===== config.mk =====
export PLATFORM = sky130hd
export DESIGN_NAME = aes_job_sequencer
export DESIGN_NICKNAME = d
export VERILOG_FILES = /design/src/rtl/aes_seq_pkg.sv /design/src/rtl/aes_seq_fifo.sv /design/src/rtl/aes_job_sequencer.sv
export SDC_FILE = /design/constraint.sdc
export NUM_CORES = 1
export LEC_CHECK = 0
export BUFFER_PORTS_ARGS = -buffer_cell sky130_fd_sc_hd__buf_2
export CAP_MARGIN = 20
export CORE_AREA = 3 3 314 316
export CTS_BUF_LIST = sky130_fd_sc_hd__clkbuf_8
export CTS_CLUSTER_DIAMETER = 100
export CTS_CLUSTER_SIZE = 14
export DETAILED_ROUTE_END_ITERATION = 16
export DIE_AREA = 0 0 317 319
export GPL_TIMING_DRIVEN = 0
export PLACE_DENSITY = 0.78
export SYNTH_ARGS = -nofsm -noshare
export SYNTH_HDL_FRONTEND = slang
export SYNTH_SLANG_ARGS = --single-unit

===== constraint.sdc =====
create_clock -name clk -period 16.9 [get_ports clk]
set_input_delay 0.845 -clock clk [delete_from_list [all_inputs] [get_ports clk]]
set_output_delay 0.845 -clock clk [all_outputs]
set_load 0.01 [all_outputs]

===== src/rtl/aes_seq_pkg.sv =====
// Shared types for the AES job sequencer: block width, FSM state, job record.
package aes_seq_pkg;

   localparam int AES_BLOCK_W = 128;

   typedef enum logic [2:0] {
      IDLE,
      ISSUE,
      WAIT,
      DRAIN,
      OUT
   } aes_seq_state_t;

   typedef struct packed {
      logic [AES_BLOCK_W-1:0] key;
      logic [AES_BLOCK_W-1:0] plain;
   } aes_job_t;

   // Occupancy needs one extra bit so a full FIFO is distinguishable from empty.
   function automatic int occ_width(input int depth);
      return $clog2(depth) + 1;
   endfunction

endpackage


===== src/rtl/aes_seq_fifo.sv =====
// Ring-buffer job FIFO; the head stays visible until popped so it can be re-issued.
module aes_seq_fifo
   import aes_seq_pkg::*;
#(
   parameter int DEPTH = 4
) (
   input  logic                        clk,
   input  logic                        rst,
   input  logic                        push,
   input  logic                        pop,
   input  aes_job_t                    wdata,
   output aes_job_t                    head,
   output logic                        full,
   output logic                        empty,
   output logic [occ_width(DEPTH)-1:0] count
);

   localparam int PTR_W = $clog2(DEPTH);
   localparam int CNT_W = occ_width(DEPTH);

   aes_job_t         mem [DEPTH];
   logic [PTR_W-1:0] wr_ptr;
   logic [PTR_W-1:0] rd_ptr;
   logic             do_push;
   logic             do_pop;

   assign do_push = push && !full;
   assign do_pop  = pop && !empty;

   // NOTE: the storage array is deliberately not reset; pointers and count
   // define validity, and leaving it out keeps the array mappable to RAM.
   always_ff @(posedge clk) begin
      if (do_push) mem[wr_ptr] <= wdata;
   end

   // NOTE: state is updated with non-blocking assignments so every register
   // samples the pre-edge values regardless of statement order.
   always_ff @(posedge clk) begin
      if (rst) begin
         wr_ptr <= '0;
         rd_ptr <= '0;
         count  <= '0;
      end else begin
         if (do_push) wr_ptr <= wr_ptr + 1'b1;
         if (do_pop)  rd_ptr <= rd_ptr + 1'b1;
         case ({do_push, do_pop})
            2'b10:   count <= count + 1'b1;
            2'b01:   count <= count - 1'b1;
            default: count <= count;
         endcase
      end
   end

   assign full  = (count == CNT_W'(DEPTH));
   assign empty = (count == '0);
   assign head  = mem[rd_ptr];

endmodule


===== src/rtl/aes_job_sequencer.sv =====
// Feeds queued jobs to the AES core one at a time and returns results in order.
// Define AES_SEQ_RETRY_EN to re-issue faulted jobs up to MAX_RETRY times.
module aes_job_sequencer
   import aes_seq_pkg::*;
#(
   parameter int FIFO_DEPTH  = 4,
   parameter int MAX_RETRY   = 2,
   parameter int TIMEOUT_CYC = 64
) (
   input  logic                             clk,
   input  logic                             rst,
   input  logic                             in_valid,
   output logic                             in_ready,
   input  logic [AES_BLOCK_W-1:0]           in_key,
   input  logic [AES_BLOCK_W-1:0]           in_plain,
   output logic                             out_valid,
   input  logic                             out_ready,
   output logic [AES_BLOCK_W-1:0]           out_data,
   output logic                             out_err,
   output logic [1:0]                       out_retries,
   output logic                             core_start,
   output logic [AES_BLOCK_W-1:0]           core_key,
   output logic [AES_BLOCK_W-1:0]           core_plaintext,
   input  logic [AES_BLOCK_W-1:0]           core_ciphertext,
   input  logic                             core_valid,
   input  logic                             core_busy,
   input  logic                             core_fault_alert,
   output logic [15:0]                      fault_cnt,
   output logic [occ_width(FIFO_DEPTH)-1:0] jobs_pending
);

   localparam int               TMO_W    = $clog2(TIMEOUT_CYC) + 1;
   localparam logic [TMO_W-1:0] TMO_LAST = TMO_W'(TIMEOUT_CYC - 1);

   aes_seq_state_t   state;
   aes_seq_state_t   state_nxt;
   aes_job_t         in_job;
   aes_job_t         head;
   logic             fifo_full;
   logic             fifo_empty;
   logic             pop;
   logic             fault_evt;
   logic [TMO_W-1:0] tmo_cnt;
   logic [1:0]       retry;

   assign in_job = '{key: in_key, plain: in_plain};

   aes_seq_fifo #(.DEPTH(FIFO_DEPTH)) u_fifo (
      .clk   (clk),
      .rst   (rst),
      .push  (in_valid),
      .pop   (pop),
      .wdata (in_job),
      .head  (head),
      .full  (fifo_full),
      .empty (fifo_empty),
      .count (jobs_pending)
   );

   // NOTE: every always_comb output gets a default first so no path can infer a latch.
   always_comb begin
      state_nxt = state;
      fault_evt = 1'b0;
      pop       = 1'b0;
      case (state)
         IDLE:  if (!fifo_empty && !core_busy) state_nxt = ISSUE;
         ISSUE: state_nxt = WAIT;
         WAIT: begin
            // A fault outranks a simultaneous valid: that result cannot be trusted.
            if (core_fault_alert || tmo_cnt == TMO_LAST) begin
               fault_evt = 1'b1;
`ifdef AES_SEQ_RETRY_EN
               state_nxt = (retry < 2'(MAX_RETRY)) ? DRAIN : OUT;
`else
               state_nxt = OUT;
`endif
            end else if (core_valid) begin
               state_nxt = OUT;
            end
         end
`ifdef AES_SEQ_RETRY_EN
         DRAIN: if (!core_busy) state_nxt = ISSUE;
`endif
         OUT: begin
            if (out_ready) begin
               pop       = 1'b1;
               state_nxt = IDLE;
            end
         end
         default: state_nxt = IDLE;
      endcase
   end

   always_ff @(posedge clk) begin
      if (rst) begin
         state          <= IDLE;
         tmo_cnt        <= '0;
         core_key       <= '0;
         core_plaintext <= '0;
         out_data       <= '0;
         out_err        <= 1'b0;
         fault_cnt      <= '0;
      end else begin
         state <= state_nxt;
         if (state == ISSUE)     tmo_cnt <= '0;
         else if (state == WAIT) tmo_cnt <= tmo_cnt + 1'b1;
         // Latch the head on entry to ISSUE so the core sees it stable through WAIT.
         if (state_nxt == ISSUE && state != ISSUE) begin
            core_key       <= head.key;
            core_plaintext <= head.plain;
         end
         if (fault_evt && fault_cnt != 16'hFFFF) fault_cnt <= fault_cnt + 1'b1;
         if (state == WAIT && state_nxt == OUT) begin
            out_data <= fault_evt ? '0 : core_ciphertext;
            out_err  <= fault_evt;
         end
      end
   end

`ifdef AES_SEQ_RETRY_EN
   always_ff @(posedge clk) begin
      if (rst)                              retry <= '0;
      else if (pop)                         retry <= '0;
      else if (fault_evt && state_nxt == DRAIN) retry <= retry + 1'b1;
   end
`else
   assign retry = 2'b00;
`endif

   assign in_ready    = !fifo_full;
   assign out_valid   = (state == OUT);
   assign core_start  = (state == ISSUE);
   assign out_retries = (state == OUT) ? retry : 2'b00;

endmodule


# Yosys cells after proc, flatten, opt, wreduce, memory -nomap -nowiden
# Memory sizes are Yosys's and may differ from the RTL's. A register that Yosys moved wholly into a read port is not among the register bits.
# Cells that the tools add are included.
# Widths: inputs -> output; s select.
[word_totals]
memories = 1
ram_bits = 1024
elab_cells = 53
inputBits = 391
reg_bits = 162
[classes]
n_reduce_logical = 14
n_addsub = 6
mux = 13
n_eq_ne = 11
[mem_list]
columns = ["memory", "depth", "width", "rd", "rd_clocked_by_memory_dff", "write_ports", "line_no", "rtl"]
rows = [
  ["u_fifo.mem", 4, 256, 1, 1, 1, "aes_seq_fifo.sv:21", "aes_job_t mem [DEPTH];"],
]
[op_table]
columns = ["operator", "count"]
rows = [
  ["$mux 128", 1],
  ["$add 16x1->16 const B", 1],
  ["$ne 16x16->1 const B", 1],
  ["$mux 3", 4],
  ["$pmux 3 s4", 1],
  ["$eq 3x3->1 const B", 3],
  ["$add 7x1->7 const B", 1],
  ["$eq 7x6->1 const B", 1],
  ["$eq 3x1->1 const B", 2],
  ["$logic_and 1x1->1", 6],
  ["$logic_not 3->1", 2],
  ["$mux 1", 6],
  ["$pmux 3 s2", 1],
  ["$add 2x1->2 const B", 2],
  ["$add 3x1->3 const B", 1],
  ["$eq 3x2->1 const B", 1],
  ["$logic_not 1->1", 3],
  ["$ne 3x1->1 const B", 1],
  ["$sub 3x1->3 const B", 1],
  ["$eq 2x1->1 const B", 1],
  ["$eq 2x2->1 const B", 1],
  ["$reduce_bool 2->1", 1],
  ["$reduce_or 2->1", 1],
  ["$logic_or 1x1->1", 1],
]

# Longest topological paths before layout
# Gate-level depths: netlist (run 1).
[logic_depth]
depth_word = 7
depth_mapped = 10

# Cells and area by module
# Synthesis (run 1) repeated with hierarchy kept, for this count alone.
[unflattened]
hier_cells = 3232
area_unflattened_um2 = 52552.9
[by_module_without_submodules]
columns = ["mod", "cells_per_inst", "instances", "seq_area_each_um2", "area_per_inst_um2"]
rows = [
  ["aes_seq_fifo", 1391, 1, 30929.7, 37656.1],
  ["aes_job_sequencer", 1841, 1, 8227.9, 14896.8],
]

# Worst setup path after synthesis (run 1)
# OpenSTA, ideal clock, no wires.
[synth_path]
path_kind = "input -> register"
startpoint = "input port in_valid"
endpoint = "memory u_fifo.mem[0][0] (netlist bit) (enable)"
path_slack_ns = 9.548
t_required_ns = 16.248
n_path_buf = 0
arrival_ns = 6.700
setup_ns = 0.652
cell_stages = 1
path_cell_list = "and3_1"
[synth_between]
elab_chain_len = 3
[synth_lines]
columns = ["item", "line_no", "rtl"]
rows = [
  ["start, declared", "aes_job_sequencer.sv:12", "input logic in_valid,"],
  ["$logic_and 1x1->1", "aes_seq_fifo.sv:27", "assign do_push = push && !full;"],
  ["$mux 1", "aes_seq_fifo.sv:33", "if (do_push) mem[wr_ptr] <= wdata;"],
  ["$mux 1 (implied by the code)", "aes_seq_fifo.sv:33", ""],
  ["end, declared", "aes_seq_fifo.sv:21", ""],
]
# No other way between the ends.

# Worst setup path in the final report (run 1)
[layout_path]
startpoint = "register state[0]"
endpoint = "register core_key[13], read port of u_fifo.mem"
[layout_between]
elab_chain_len = 5
[layout_lines]
columns = ["item", "line_no", "rtl"]
rows = [
  ["start, declared", "aes_job_sequencer.sv:35", "aes_seq_state_t state;"],
  ["start signal, assigned", "aes_job_sequencer.sv:104", "state <= state_nxt;"],
  ["$mux 3", "aes_job_sequencer.sv:77", "end else if (core_valid) begin"],
  ["$mux 3", "aes_job_sequencer.sv:70", "if (core_fault_alert || tmo_cnt == TMO_LAST) begin"],
  ["$pmux 3 s4", "aes_job_sequencer.sv:65", "case (state)"],
  ["$eq 3x1->1", "aes_job_sequencer.sv:108", "if (state_nxt == ISSUE && state != ISSUE) begin"],
  ["$logic_and 1x1->1 *", "aes_job_sequencer.sv:108", ""],
  ["end, declared", "aes_job_sequencer.sv:22", "output logic [AES_BLOCK_W-1:0] core_key,"],
]
# Mark *: on every way between the ends. The rest lies on a longest branch, timed or not.
# A chain may end at the register's enable or synchronous reset.

==> summary.txt, run 1 <==
Run status
  – Status: finished clean

STA
  – Tcrit/Tclk final: 18.00%
  – Worst Skew: 0.05389 ns
  – FMAX: 328.7 MHz
  – RSZ-0062 raised after global routing: no
  – Slew Viols, Final: 0
  – Final Hold Vio Count: 0
  – Rel. slew slack: 26.52%
  – Worst Tran Pin Value: 1.102 ns
  – Setup Viol. Count Final: 0
  – Setup slack after layout: 13.86 ns
  – Tmin final: 3.042 ns
  – Final total negative setup slack: 0 ns

Layout
  – Area Overhead vs Synth: 16.21%
  – Area of the multi-input gates: 11100 um^2
  – Share of cells above drive strength 1: 31.96%
  – Final net count: 4270
  – FF+latch area: 39120 um^2
  – Fillers: 6931

Synth
  – Ys Warns: 0
  – Avg Cell Area, Syn: 17.35 um^2
  – Synth area leader: edfxtp_1
  – Top cell type's share of synthesized area: 60.32%
  – Netlist cell types: 44
  – Cell Area, Synth: 50980 um^2
  – Cell with the most instances after synthesis: edfxtp_1
  – Sequential share of the synthesized area: 76.73%
  – Commonest cells in the netlist: 1024 x edfxtp_1, 526 x nand2_1, 418 x dfxtp_1, 265 x a21oi_1, 256 x mux4_2
  – Post-synthesis register bit count: 1442
  – Synth top area cells: edfxtp_1 60%, dfxtp_1 16%, mux4_2 11%
  – Post-synthesis cell count: 2938
  – Number of synthesized flops with an enable pin: 1024
  – Post-synth ARST share: 0%
  – Ys flop type: edfxtp_1

Hold path
  – Hold Crit Start: in_key[77]
  – Worst Hold Class: input pin to flop
  – Worst hold path cell count: 1

Power
  – Leakage: 21.32 nW
  – Pwr Density: 105.1 nW/um^2
  – Peak VDD IR: 0.09942 mV

Global route
  – GRT Overall Usage: 26.55%
  – First-pass GRT wire length: 195.2 mm
  – Total congestion overflow: 0
  – Initial antenna violation count: 63
  – Largest net degree at the start of global routing: 59
  – Number of global-route vias before repair: 29730

Floorplanning
  – DIE HEIGHT: 319 um
  – Site Rows: 114
  – Top-Level Pins: 800
  – Die width: 317 um
  – Core box area: 96280 um^2
  – Die area: 101100 um^2
  – Starting Density: 52.95%

Route
  – Routed length per instance: 25.96 um
  – Remaining DRCs: 0
  – Via density: 5.648
  – 1st-iter DRT viols: 2917
  – Via count: 29890
  – Detailed Routing Iterations Pass 1: 7
  – Antenna-violating nets left: 0
  – Final WL: 137.4 mm

Clock tree
  – CTS tree: yes
  – Total CTS buffers: 113
  – CTS Sinks: 1442
  – Hold_buf cts: 0
  – Post-cts resize count: 0
  – Clock Tree Buf Depth: 3
  – Clk_lat worst skew: 0.83 ns
  – Clock-pin transition on the worst setup and hold timing paths: 0.10 ns
  – H-tree levels: 3
  – Clk root buf: clkbuf_8
  – Setup Buffers After CTS: 0

Placement
  – GP Congestion: 1.007
  – PortBufs: 796
  – DP Worst Slack: 13.25 ns
  – Dpl hpwl: 95.27 mm

Setup path
  – Startpoint types: flop
  – Worst-path fanout max: 10
  – Setup Crit Path Kind: flop to flop
  – Worst reg2reg path depth: 7
  – WP data required: 17.65 ns
  – Worst EP arrival: 3.79 ns
  – CP startpoint: state[0]
  – CP endpoint: core_key[13]
  – R2R Path End: core_key[13]
  – Launch point of the worst reg-to-reg path: state[0]
  – Crit. End Element: flop
  – R2R Setup Slk: 13.86 ns

Flow run
  – Max-cap violations: 0
## worst min path at each step
stage / slack, ns / endpoint
floorplan: 0.45 / tmo_cnt[1]
global placement: 0.44 / core_plaintext[38]
detailed placement: 0.44 / core_plaintext[122]
CTS: 0.15 / u_fifo.mem[1][122]
global route: 0.16 / u_fifo.mem[2][122]
finish: 0.24 / u_fifo.mem[2][205]
## layout by cell type, fill, tap and decap left out, types with 14 or more instances in the layout
cell type | netlist | routed
a22o_1 | 128 | 128
diode_2 | 0 | 48
clkbuf_1 | 104 | 104
edfxtp_1 | 1024 | 1024
buf_2 | 60 | 856
a21oi_1 | 265 | 265
clkbuf_8 | 0 | 116
buf_1 | 14 | 14
mux4_2 | 256 | 256
nor2_1 | 29 | 29
nand2_1 | 526 | 526
buf_16 | 0 | 18
inv_1 | 9 | 100
dfxtp_1 | 418 | 418
## routing by layer
| layer | part of all wire (%) | vias up | GRT usage (%) | routed length [um] |
|---|---|---|---|---|
| met1 | 35 | 15000 | 30.69 | 47410 |
| met3 | 9.6 | 349 | 8.428 | 13170 |
| li1 | - | 13160 | - | - |
| met5 | 0.15 | - | 0 | 204 |
| met4 | 6.9 | 32 | 16.90 | 9518 |
| met2 | 49 | 1356 | 42.92 | 67060 |
## layout make-up
class | count | area share (%)
Sequential cell | 1442 | 66.02
Clock buffer | 116 | 2.695
Clock inverter | 96 | 0.6737
Antenna cell | 48 | 0.2027
Buffer | 180 | 1.280
Multi-Input combinational cell | 1308 | 18.73
Timing Repair Buffer | 817 | 7.645
Tap cell | 1276 | 2.695
Inverter | 9 | 0.05702
## per-stage QoR
step	hold slack (ns)	instances	power, mW	cell area [um^2]	utilization (%)
6_report	0.2371	5292	6.225	59250	61.54
5_1_grt	0.1588	5281	6.447	59220	61.51
4_1_cts	0.1488	5244	6.256	59130	61.41
3_5_place_dp	0.4446	5032	4.568	57130	59.34
3_3_place_gp	0.4386	5011	4.590	56570	58.75
2_1_floorplan	0.4490	2939	4.337	50990	-
## flip-flops by register name, summed over array words and instances, names as in the netlist
signal and flops:
fault_cnt 16, u_fifo.count 3, u_fifo.mem 1024, state 3, core_plaintext 128, u_fifo.wr_ptr 2
out_data 128, core_key 128, tmo_cnt 7, u_fifo.rd_ptr 2, out_err 1
## critical path: stages (launching register included)
cell      delay, ns
dfxtp_1        0.37
nor4_1         0.40
and2_1         0.18
clkbuf_1       0.40
clkbuf_1       0.82
clkbuf_1       0.48
nand2_1        0.16
a21oi_1        0.14
## cell families (layout without fill, tap and decap cells)
family | after synthesis | in the layout | share of synthesized area [%]
AOI/OAI and AO/OA | 407 | 407 | 4.972
xor gates and xnor gates | 17 | 17 | 0.2920
adders and majority gates | 8 | 8 | 0.2111
buffers and inverters | 189 | 1218 | 1.554
DFF | 1442 | 1442 | 76.73
muxes | 258 | 258 | 11.35
other | 1 | 50 | 0.007356
and+or+nand+nor | 616 | 616 | 4.884
## power breakdown
group	switching, mW	internal (mW)
logic	0.312	0.175
clock network	1.09	0.643
registers	0.0513	3.95
total	1.46	4.77
Power figures use the tool's default switching activity.
==> inputs of run 2 (changes only) <==
Settings changed: CORE_AREA 3 3 314 316 to not set, CORE_MARGIN set to 3, CORE_UTILIZATION set to 53, DIE_AREA 0 0 317 319 to not set, PLACE_DENSITY 0.78 to 0.81.
Clock period 16.9 ns to 2.5 ns, I/O delays scaled along.
==> summary.txt, run 2 (same netlist as run 1, synthesis figures left out) <==
Setup path
  – Setup Crit Path Kind: flop to flop
  – Worst-path fanout max: 10 (unchanged)
  – Worst EP arrival: 3.11 ns (-0.68 ns)
  – WP data required: 3.20 ns (-14.45 ns)
  – Crit. End Element: flop
  – Top Family by Delay on Critical Path: compound AO/OA/AOI/OAI gates
  – CP cell instances: ha_1 > and4_1 > a31o_2 > o21ai_1 > nor2b_1 > clkbuf_4 > buf_2 > a22o_1
  – Startpoint types: flop
  – Worst reg2reg path depth: 8 (+1)
  – CP Buf/Inv Count: 2 (-1)
  – CP peak stage delay: 0.35 ns (-0.47 ns)
  – Slowest CP cell: dfxtp_1
  – Launch point of the worst reg-to-reg path: tmo_cnt[0]
  – R2R Setup Slk: 0.09 ns (-13.76 ns)
  – R2R Path End: out_data[111]

Route
  – Routed length per instance: 26.97 um (+3.9%)
  – Final WL: 153.0 mm (+11%)
  – Via count: 32900 (+10%)
  – 1st-iter DRT viols: 3137 (+7.5%)
  – Antenna-violating nets left: 0 (unchanged)
  – Via density: 5.800 (+2.7%)
  – Remaining DRCs: 0 (unchanged)
  – Detailed Routing Iterations Pass 1: 6 (-1)

Run status
  – Status: finished clean

STA
  – Worst Skew: 0.04290 ns (-0.01098 ns)
  – RSZ-0062 raised after global routing: yes
  – FMAX: 415.8 MHz (+26%)
  – Tmin final: 2.405 ns (-0.6373 ns)
  – Setup slack after layout: 0.09483 ns (-13.76 ns)
  – Worst Tran Pin Value: 0.9165 ns (-0.1856 ns)
  – Rel. slew slack: 38.90% (+12 points)
  – Final Hold Vio Count: 0 (unchanged)
  – Setup Viol. Count Final: 0 (unchanged)
  – Slew Viols, Final: 0 (unchanged)
  – Tcrit/Tclk final: 96.21% (+78 points)

Power
  – Pwr Density: 674.9 nW/um^2 (+540%)
  – Leakage: 23.27 nW (+9.2%)
  – Peak VDD IR: 0.9290 mV (+830%)

Placement
  – DP Worst Slack: -0.6518 ns (-13.90 ns)
  – Number of placed cells counting well taps: 5021 (-0.22%)
  – Dpl hpwl: 95.65 mm (+0.40%)
  – GP Congestion: 0.9585 (-4.8%)
  – PortBufs: 796 (unchanged)

Floorplanning
  – DIE HEIGHT: 316.1 um (-0.89%)
  – Core box area: 95150 um^2 (-1.2%)
  – Die width: 316.1 um (-0.27%)
  – Die area: 99950 um^2 (-1.2%)
  – Top-Level Pins: 800 (unchanged)
  – Site Rows: 113 (-0.88%)
  – Starting Density: 53.58% (+0.63 points)

Clock tree
  – CTS Sinks: 1442 (unchanged)
  – CTS tree: yes
  – Clock-pin transition on the worst setup and hold timing paths: 0.09 ns (about the same)
  – Clock Tree Buf Depth: 3 (unchanged)
  – Clk_lat worst skew: 0.80 ns (-0.03 ns)
  – Clk root buf: clkbuf_8
  – H-tree levels: 3 (unchanged)
  – Total CTS buffers: 113 (unchanged)

Global route
  – Largest net degree at the start of global routing: 59 (unchanged)
  – GRT Overall Usage: 29.88% (+3.3 points)
  – First-pass GRT wire length: 218.1 mm (+12%)
  – Total congestion overflow: 0 (unchanged)
  – Number of global-route vias before repair: 33780 (+14%)
  – Initial antenna violation count: 33 (-48%)

Hold path
  – WHS Endpoint: fault_cnt[11]
  – Hold Crit Start: rst
  – Worst Hold Class: input pin to flop
  – Worst hold path cell count: 3 (+2)

Layout
  – Share of cells above drive strength 1: 30.81% (-1.1 points)
  – Reg with most FFs: u_fifo.mem
  – Most common cell after layout, fill and taps aside: edfxtp_1
  – Area Overhead vs Synth: 24.56%
  – Final net count: 4687 (+9.8%)
  – Post-Layout Cell Count: 5672 (+7.2%)
  – Most frequent cells in the layout: 1024 x edfxtp_1, 852 x buf_2, 525 x nand2_1, 416 x dlygate4sd3_1, 414 x dfxtp_1
  – Post-layout util: 66.74% (+5.2 points)
  – Max reg flops: 1024 (unchanged)

Flow run
  – Max-cap violations: 0 (unchanged)
-- run 2: cell count changes in the layout (fill, tap and decap cells not counted), moves of 4 or more --
cell and change:
buf_1 -13, inv_1 -7, dfxtp_1 -4, clkbuf_1 -57, clkbuf_2 +62, dlygate4sd3_1 +416
buf_2 -4, clkbuf_4 +9, diode_2 -19
-- run 2: what timing repair did --
action,in CTS,in global routing
cloned,0,1
pin swaps,0,1
hold buffers,416,0
gates resized for setup,45,61
hold endpoints to repair,1220,0
setup endpoints to repair,253,365
buffers inserted,0,2
-- run 2: metrics by stage --
step | setup TNS, ns | instance area, um^2 | hold slack (ns) | total power, mW
global placement | -1858.97 | 56600 | 0.3365 | 30.71
global route | -0.02505 | 63490 | 0.009899 | 44.22
finish | 0 | 63500 | 0.07057 | 42.86
CTS | 0 | 63330 | 0.00008177 | 42.73
detailed placement | -116.36 | 57170 | 0.3408 | 30.91
floorplan | -344.67 | 51030 | 0.2239 | 29.15
-- run 2: metal layers --
layer  up-vias  GRT usage [%]  routed length, um
met5         -         0.2418                103
met1     16430          34.87              51790
met4        12          19.14              11330
met3       513          8.705              14970
li1      13960              -                  -
met2      1984          48.70              74790
-- run 2: how the worst max path moves through the flow --
stage                          start  depth (start not counted)                 end  slack, ns
finish                    tmo_cnt[0]                          8       out_data[111]       0.09
global route                state[0]                          6        core_key[29]      -0.01
CTS                         state[0]                          6        core_key[10]      0.003
detailed placement          state[0]                          7  core_plaintext[54]      -0.65
global placement    u_fifo.wr_ptr[1]                          3   u_fifo.mem[1][90]      -1.79
floorplan            u_fifo.count[0]                          3    u_fifo.mem[0][0]      -0.34
-- run 2: layout make-up --
| class | count | area, um^2 |
|---|---|---|
| clock buffers | 115 | 1583 |
| multi-input cells | 1309 | 11140 |
| flip-flops and latches | 1442 | 39130 |
| repair buffers | 1235 | 8733 |
| clock inverters | 90 | 360.3 |
| well taps | 1265 | 1583 |
| plain buffers | 178 | 864.6 |
| fillers | 5977 | 31650 |
| diodes | 29 | 72.57 |
| inverters | 9 | 38.79 |
-- run 2: worst reg2reg max path: cells and delay by family, from the launching register on --
family	cells	cell delay, ns
AO/OA/AOI/OAI	3	0.71
buffers and inverters	2	0.53
AND/OR/NAND/NOR	2	0.48
flip-flops	1	0.35
adder cells (fa/ha/maj)	1	0.24
-- run 2: power by group --
group          total, mW  internal [mW]  switching, mW
Sequential          27.1           26.7          0.401
Clock               11.7           4.29           7.43
Combinational       4.02           1.64           2.38
